<file path="src/rtl/uart_tx_fifo_if.sv">
// User-side bus of the FIFO-buffered UART transmitter: write strobe and data in,
// serial line and FIFO status out.
interface uart_tx_fifo_if #(
  parameter int DATA_BITS  = 8,
  parameter int FIFO_DEPTH = 4
);
  localparam int CNT_W = $clog2(FIFO_DEPTH) + 1;

  logic [DATA_BITS-1:0] data;
  logic                 tx_en;
  logic                 tx;
  logic                 rfn;
  logic                 busy;
  logic [CNT_W-1:0]     count;
  logic                 overrun;

  modport master (
    output data, tx_en,
    input  tx, rfn, busy, count, overrun
  );

  modport slave (
    input  data, tx_en,
    output tx, rfn, busy, count, overrun
  );
endinterface

</file>
<file path="src/rtl/uart_tx_fifo.sv">
// UART transmitter with a circular transmit FIFO; configurable data width,
// parity and stop bits, frames sent back to back while the FIFO holds data.
module uart_tx_fifo #(
  parameter int CPB        = 1250,
  parameter int DATA_BITS  = 8,
  parameter int PARITY     = 0,
  parameter int STOP_BITS  = 1,
  parameter int FIFO_DEPTH = 4
) (
  input  logic           clk,
  input  logic           rst_n,
  uart_tx_fifo_if.slave  bus
);
  localparam int BAUD_W = (CPB > 1) ? $clog2(CPB) : 1;
  localparam int PTR_W  = (FIFO_DEPTH > 1) ? $clog2(FIFO_DEPTH) : 1;
  localparam int CNT_W  = PTR_W + 1;
  localparam bit PAR_EN  = (PARITY == 1) || (PARITY == 2);
  localparam bit PAR_ODD = (PARITY == 1);
  localparam logic [BAUD_W-1:0] BAUD_LAST = BAUD_W'(CPB - 1);
  localparam logic [3:0]        DATA_LAST = 4'(DATA_BITS - 1);
  localparam logic [3:0]        STOP_LAST = 4'(STOP_BITS - 1);
  localparam logic [CNT_W-1:0]  CNT_FULL  = CNT_W'(FIFO_DEPTH);

  typedef enum logic [2:0] {
    S_IDLE   = 3'd0,
    S_START  = 3'd1,
    S_DATA   = 3'd2,
    S_PARITY = 3'd3,
    S_STOP   = 3'd4
  } state_e;

  function automatic logic parity_bit(input logic [DATA_BITS-1:0] word);
    if (PAR_ODD) begin
      return ~^word;
    end else begin
      return ^word;
    end
  endfunction

  state_e               state_q, state_d;
  logic [BAUD_W-1:0]    baud_q, baud_d;
  logic [3:0]           bit_q, bit_d;
  logic [DATA_BITS-1:0] shift_q, shift_d;
  logic                 par_q, par_d;
  logic                 tx_q, tx_d;
  logic                 busy_q, busy_d;
  logic [PTR_W-1:0]     wr_ptr_q, wr_ptr_d;
  logic [PTR_W-1:0]     rd_ptr_q, rd_ptr_d;
  logic [CNT_W-1:0]     count_q, count_d;
  logic                 rfn_q, rfn_d;
  logic                 overrun_q, overrun_d;
  logic [DATA_BITS-1:0] mem_q [FIFO_DEPTH];

  logic                 wr_s;
  logic                 pop_s;
  logic                 bit_end_s;
  logic                 fifo_ne_s;
  logic [DATA_BITS-1:0] head_s;

  assign fifo_ne_s = (count_q != '0);
  assign head_s    = mem_q[rd_ptr_q];
  assign bit_end_s = (baud_q == BAUD_LAST);

  // FIFO bookkeeping; acceptance uses the registered rfn, i.e. the pre-edge occupancy.
  always_comb begin
    wr_s      = bus.tx_en & rfn_q;
    overrun_d = bus.tx_en & ~rfn_q;
    wr_ptr_d  = wr_ptr_q;
    rd_ptr_d  = rd_ptr_q;
    count_d   = count_q;
    if (wr_s) begin
      wr_ptr_d = wr_ptr_q + PTR_W'(1);
    end else begin
      wr_ptr_d = wr_ptr_q;
    end
    if (pop_s) begin
      rd_ptr_d = rd_ptr_q + PTR_W'(1);
    end else begin
      rd_ptr_d = rd_ptr_q;
    end
    case ({wr_s, pop_s})
      2'b10:   count_d = count_q + CNT_W'(1);
      2'b01:   count_d = count_q - CNT_W'(1);
      default: count_d = count_q;
    endcase
    rfn_d = (count_d != CNT_FULL);
  end

  // Frame sequencer: each state lasts a whole number of CPB-cycle bit periods.
  always_comb begin
    state_d = state_q;
    baud_d  = baud_q;
    bit_d   = bit_q;
    shift_d = shift_q;
    par_d   = par_q;
    tx_d    = tx_q;
    busy_d  = busy_q;
    pop_s   = 1'b0;
    case (state_q)
      S_IDLE: begin
        baud_d = '0;
        bit_d  = 4'd0;
        if (fifo_ne_s) begin
          pop_s   = 1'b1;
          shift_d = head_s;
          par_d   = parity_bit(head_s);
          state_d = S_START;
          tx_d    = 1'b0;
          busy_d  = 1'b1;
        end else begin
          tx_d   = 1'b1;
          busy_d = 1'b0;
        end
      end
      S_START: begin
        if (bit_end_s) begin
          baud_d  = '0;
          bit_d   = 4'd0;
          tx_d    = shift_q[0];
          shift_d = shift_q >> 1;
          state_d = S_DATA;
        end else begin
          baud_d = baud_q + BAUD_W'(1);
        end
      end
      S_DATA: begin
        if (!bit_end_s) begin
          baud_d = baud_q + BAUD_W'(1);
        end else if (bit_q != DATA_LAST) begin
          baud_d  = '0;
          bit_d   = bit_q + 4'd1;
          tx_d    = shift_q[0];
          shift_d = shift_q >> 1;
        end else if (PAR_EN) begin
          baud_d  = '0;
          tx_d    = par_q;
          state_d = S_PARITY;
        end else begin
          baud_d  = '0;
          bit_d   = 4'd0;
          tx_d    = 1'b1;
          state_d = S_STOP;
        end
      end
      S_PARITY: begin
        if (bit_end_s) begin
          baud_d  = '0;
          bit_d   = 4'd0;
          tx_d    = 1'b1;
          state_d = S_STOP;
        end else begin
          baud_d = baud_q + BAUD_W'(1);
        end
      end
      S_STOP: begin
        if (!bit_end_s) begin
          baud_d = baud_q + BAUD_W'(1);
        end else if (bit_q != STOP_LAST) begin
          baud_d = '0;
          bit_d  = bit_q + 4'd1;
        end else if (fifo_ne_s) begin
          // Chain straight into the next start bit so no idle cycle appears.
          baud_d  = '0;
          bit_d   = 4'd0;
          pop_s   = 1'b1;
          shift_d = head_s;
          par_d   = parity_bit(head_s);
          tx_d    = 1'b0;
          state_d = S_START;
        end else begin
          baud_d  = '0;
          bit_d   = 4'd0;
          tx_d    = 1'b1;
          busy_d  = 1'b0;
          state_d = S_IDLE;
        end
      end
      default: begin
        baud_d  = '0;
        bit_d   = 4'd0;
        tx_d    = 1'b1;
        busy_d  = 1'b0;
        state_d = S_IDLE;
      end
    endcase
  end

  // Control and output registers; reset drives the line high without a clock.
  always_ff @(posedge clk or negedge rst_n) begin
    if (!rst_n) begin
      state_q   <= S_IDLE;
      baud_q    <= '0;
      bit_q     <= 4'd0;
      shift_q   <= '0;
      par_q     <= 1'b0;
      tx_q      <= 1'b1;
      busy_q    <= 1'b0;
      wr_ptr_q  <= '0;
      rd_ptr_q  <= '0;
      count_q   <= '0;
      rfn_q     <= 1'b1;
      overrun_q <= 1'b0;
    end else begin
      state_q   <= state_d;
      baud_q    <= baud_d;
      bit_q     <= bit_d;
      shift_q   <= shift_d;
      par_q     <= par_d;
      tx_q      <= tx_d;
      busy_q    <= busy_d;
      wr_ptr_q  <= wr_ptr_d;
      rd_ptr_q  <= rd_ptr_d;
      count_q   <= count_d;
      rfn_q     <= rfn_d;
      overrun_q <= overrun_d;
    end
  end

  // FIFO storage; emptiness is tracked by count_q, so contents need no reset.
  always_ff @(posedge clk) begin
    if (wr_s) begin
      mem_q[wr_ptr_q] <= bus.data;
    end
  end

  assign bus.tx      = tx_q;
  assign bus.rfn     = rfn_q;
  assign bus.busy    = busy_q;
  assign bus.count   = count_q;
  assign bus.overrun = overrun_q;
endmodule

</file>
<file path="src/flat_wrapper.sv">
// flat-port wrapper written by rule: the top's interface ports become plain ports
module uart_tx_fifo_flat 
#(
  parameter int CPB        = 1250,
  parameter int DATA_BITS  = 8,
  parameter int PARITY     = 0,
  parameter int STOP_BITS  = 1,
  parameter int FIFO_DEPTH = 4
)
  (clk, rst_n, bus_data, bus_tx_en, bus_tx, bus_rfn, bus_busy, bus_count, bus_overrun);
  uart_tx_fifo_if #(.DATA_BITS(DATA_BITS), .FIFO_DEPTH(FIFO_DEPTH)) bus_i ();
  input  logic clk;
  input  logic rst_n;
  input wire logic [$bits(bus_i.data)-1:0] bus_data;
  input wire logic [$bits(bus_i.tx_en)-1:0] bus_tx_en;
  output wire logic [$bits(bus_i.tx)-1:0] bus_tx;
  output wire logic [$bits(bus_i.rfn)-1:0] bus_rfn;
  output wire logic [$bits(bus_i.busy)-1:0] bus_busy;
  output wire logic [$bits(bus_i.count)-1:0] bus_count;
  output wire logic [$bits(bus_i.overrun)-1:0] bus_overrun;
  assign bus_i.data = bus_data;
  assign bus_i.tx_en = bus_tx_en;
  assign bus_tx = bus_i.tx;
  assign bus_rfn = bus_i.rfn;
  assign bus_busy = bus_i.busy;
  assign bus_count = bus_i.count;
  assign bus_overrun = bus_i.overrun;
  uart_tx_fifo #(.CPB(CPB), .DATA_BITS(DATA_BITS), .PARITY(PARITY), .STOP_BITS(STOP_BITS), .FIFO_DEPTH(FIFO_DEPTH)) u_core (.clk(clk), .rst_n(rst_n), .bus(bus_i));
endmodule
</file>
<file path="config.mk">
export PLATFORM = sky130hd
export DESIGN_NAME = uart_tx_fifo_flat
export DESIGN_NICKNAME = d
export VERILOG_FILES = /design/src/rtl/uart_tx_fifo_if.sv /design/src/rtl/uart_tx_fifo.sv /design/src/flat_wrapper.sv
export SDC_FILE = /design/constraint.sdc
export NUM_CORES = 1
export LEC_CHECK = 0
export CAP_MARGIN = 20
export CORE_ASPECT_RATIO = 1.5
export CORE_MARGIN = 5
export CORE_UTILIZATION = 60
export DETAILED_ROUTE_END_ITERATION = 12
export GPL_TIMING_DRIVEN = 1
export PLACE_DENSITY = 0.8
export SKIP_CTS_REPAIR_TIMING = 1
export SKIP_LAST_GASP = 1
export SYNTH_ARGS = -nofsm -noshare
export SYNTH_HDL_FRONTEND = slang
export SYNTH_SLANG_ARGS = --single-unit
</file>
<file path="constraint.sdc">
create_clock -name clk -period 7.8 [get_ports clk]
set_input_delay 1.56 -clock clk [delete_from_list [all_inputs] [get_ports clk]]
set_output_delay 1.56 -clock clk [all_outputs]
set_load 0.01 [all_outputs]
</file>
==> flow_summary.json <==
{
  "yosysWarnings": 0,
  "p_seq_share_pct": 48.7,
  "combinationalPowerShare_pct": 26.6,
  "grt_pass1_vias": 1873,
  "n_antenna_cell": 0,
  "routed_wl_um": 4990,
  "peakVddDrop_mv": 0.211,
  "drc_errors": 0,
  "p_sw_share_pct": 30.8,
  "layout_commonest_cell": "dfrtp_1",
  "start_util_pct": 61.1,
  "port_buffers": 17,
  "syn2layout_area_growth_pct": 13.6,
  "ys_seq_area_share_pct": 60.8,
  "syn_inst": 227,
  "mostFrequentLayoutCells": "35 x dfrtp_1, 32 x edfxtp_1, 23 x nor2_1, 17 x mux2_2, 16 x clkdlybuf4s50_1",
  "clockPowerShare_pct": 24.7,
  "ioPinCount": 18,
  "clkTransAtPathRegs_ns": 0.08,
  "cts_root_buffer": "clkbuf_8",
  "track_usage_pct": 17.4,
  "post_dp_cell_area_um2": 3330,
  "via_per_inst": 5.58,
  "finalHoldViolCount": 0,
  "clock_latency_ns": 0.34,
  "maxSlewHeadroom_pct": 31.8,
  "synth_top_area_cell": "edfxtp_1",
  "cts_sinks": 69,
  "place_inst": 306,
  "critPathRequiredTime_ns": 8.07,
  "cts-htree-levels": 3,
  "grt_overflow": 0,
  "syn_area_um2": 3110,
  "powerDensity_nw_per_um2": 329,
  "cp.arrival_ns": 3.33,
  "synth_nets": 248,
  "slew_viol_final": 0,
  "p_switching_mw": 0.358,
  "ys_ff_latch": 69,
  "tritoncts": "yes",
  "path_cells": "clkdlybuf4s50_1 -> nand2_1 -> ha_1 -> inv_1 -> fa_1 -> xor2_1 -> nor2_1 -> xor2_1 -> nand2_1",
  "die_width_um": 68.7,
  "drtAntennaViolNets": 0,
  "die_area_um2": 6740,
  "cts_buffers": 9,
  "row_count": 32,
  "die_y_um": 98.1,
  "rsz0062_at_grt": "no",
  "status": "finished clean",
  "cap_violations": 0,
  "finalNonFillerCells": 322,
  "timing.final.crit_share_pct": 39.1,
  "min_path_type": "reg2reg",
  "cp_max_fo": 6,
  "max_freq_mhz": 328,
  "netlist.area_leader.share_pct": 30.9,
  "antenna_found_initial": 0,
  "slowest_stage": "clkdlybuf4s50_1",
  "path_class": "in2reg",
  "grt_pass1_wl_um": 8600,
  "yosysUniqueCellTypes": 40,
  "place_hpwl_um": 3430,
  "ys_top_cells_by_area": "edfxtp_1 31%, dfrtp_1 28%, mux2_2 6.2%",
  "worstMarginPinSlew_ns": 1.02,
  "crit_path_start_kind": "input pin",
  "core_area_um2": 5080,
  "final_layout_size_suffix_gt1_share_pct": 20.1,
  "drtPass1Iterations": 4,
  "setup_viol": 0,
  "p_leak_nw": 1.41,
  "drtIter0Drc": 99,
  "vias": 1798,
  "syn-mean-instance-area_um2": 13.7,
  "cts_buffer_depth": 2,
  "finish.instance_area_um2": 3530,
  "grt_start_max_net_pins": 38,
  "nets": 270,
  "post_drt_wl_per_cell_um": 15.5,
  "intPower_mw": 0.804,
  "finalSetupTns_ns": 0,
  "gp_congestion": 0.739,
  "min_period_ns": 3.05,
  "finalClockSkew_ns": 0.0114,
  "endpoint_kind": "flop",
  "cp_slowest_stage_delay_ns": 0.48
}
## path summary, 6_finish.rpt
path	start	end	slack (ns)	depth (start not counted)
hold reg to reg	u_core.shift_q[4]	u_core.shift_q[4]	0.51	1
setup reg to reg	u_core.baud_q[1]	u_core.bus.rfn	4.87	14
hold / removal	u_core.shift_q[4]	u_core.shift_q[4]	0.51	1
min in group asynchronous	rst_n	u_core.bit_q[2]	1.33	1
setup / recovery	bus_tx_en	u_core.bus.rfn	4.75	9
max in group asynchronous	rst_n	u_core.wr_ptr_q[1]	5.90	1
## cells by family after synthesis
group                      Yosys count  synth area share [%]
DFF                                 69                  60.8
adders and majority gates           10                  4.27
buffers and inverters               17                  2.18
muxes                               25                  12.0
xor gates and xnor gates            16                  4.51
and+or+nand+nor                     67                  11.6
AOI/OAI and AO/OA                   23                  4.63
## metal layers
layer,global-route usage [%],part of all wire [%]
met5,0,0
met4,7.51,2.5
met3,5.52,3.6
met2,28.4,54
met1,20.6,40
## state kept, by name, indices dropped and copies added (netlist names), 2 cells and up
signal	flops
u_core.baud_q	11
u_core.bit_q	4
u_core.bus.count	3
u_core.mem_q	32
u_core.rd_ptr_q	2
u_core.shift_q	8
u_core.state_q	3
u_core.wr_ptr_q	2
## worst max-delay path, delay by kind of cell
| family | cells | cell delay (ns) |
|---|---|---|
| XOR/XNOR | 2 | 0.33 |
| adder cells (fa/ha/maj) | 2 | 0.56 |
| buffers and inverters | 2 | 0.54 |
| AND/OR/NAND/NOR | 3 | 0.34 |
## cell usage after synthesis, drive strengths merged
cell	count
and4bb	1
o21a	2
inv	11
a21o	1
nor3	4
xnor2	9
nor2b	3
dfrtp	35
mux4	8
nor4b	1
and2	2
a41oi	1
nor2	24
a221oi	1
dfstp	2
o21bai	1
a21oi	4
clkbuf	3
ha	9
nor3b	1
o21ai	8
nand3b	1
fa	1
and3	6
and3b	1
mux2	17
nand2	9
a31oi	3
nand3	9
edfxtp	32
or3b	2
or3	1
a22o	2
xor2	7
nand4	2
buf	3
## area by class of cell
class | count | area, um2
clock buffer | 9 | 124
clock inverter | 7 | 73.8
fill | 364 | 1560
inverter | 11 | 41.3
multi-input combinational | 141 | 1150
sequential | 69 | 1890
tap | 68 | 85.1
timing repair buffer | 17 | 165
## power by group through the flow
stage          Sequential [mW]  Clock [mW]  Combinational (mW)
2_1_floorplan            0.537           0               0.246
3_3_place_gp             0.569           0               0.303
3_5_place_dp             0.572           0               0.313
4_1_cts                  0.568       0.293               0.316
5_1_grt                  0.582       0.311               0.346
6_report                 0.566       0.287               0.310
## metrics by stage
step                      utilization (%)  hold WS [ns]  total power, mW  setup slack, ns
after floorplan                         -         0.475            0.783             4.99
after global placement               65.5         0.483            0.872             4.43
after detailed placement             65.5         0.494            0.886             4.37
after CTS                            69.4         0.511             1.18             4.74
after global routing                 69.4         0.539             1.24             4.60
final                                69.4         0.507             1.16             4.75
No activity file was read; power rests on OpenSTA's default activity.
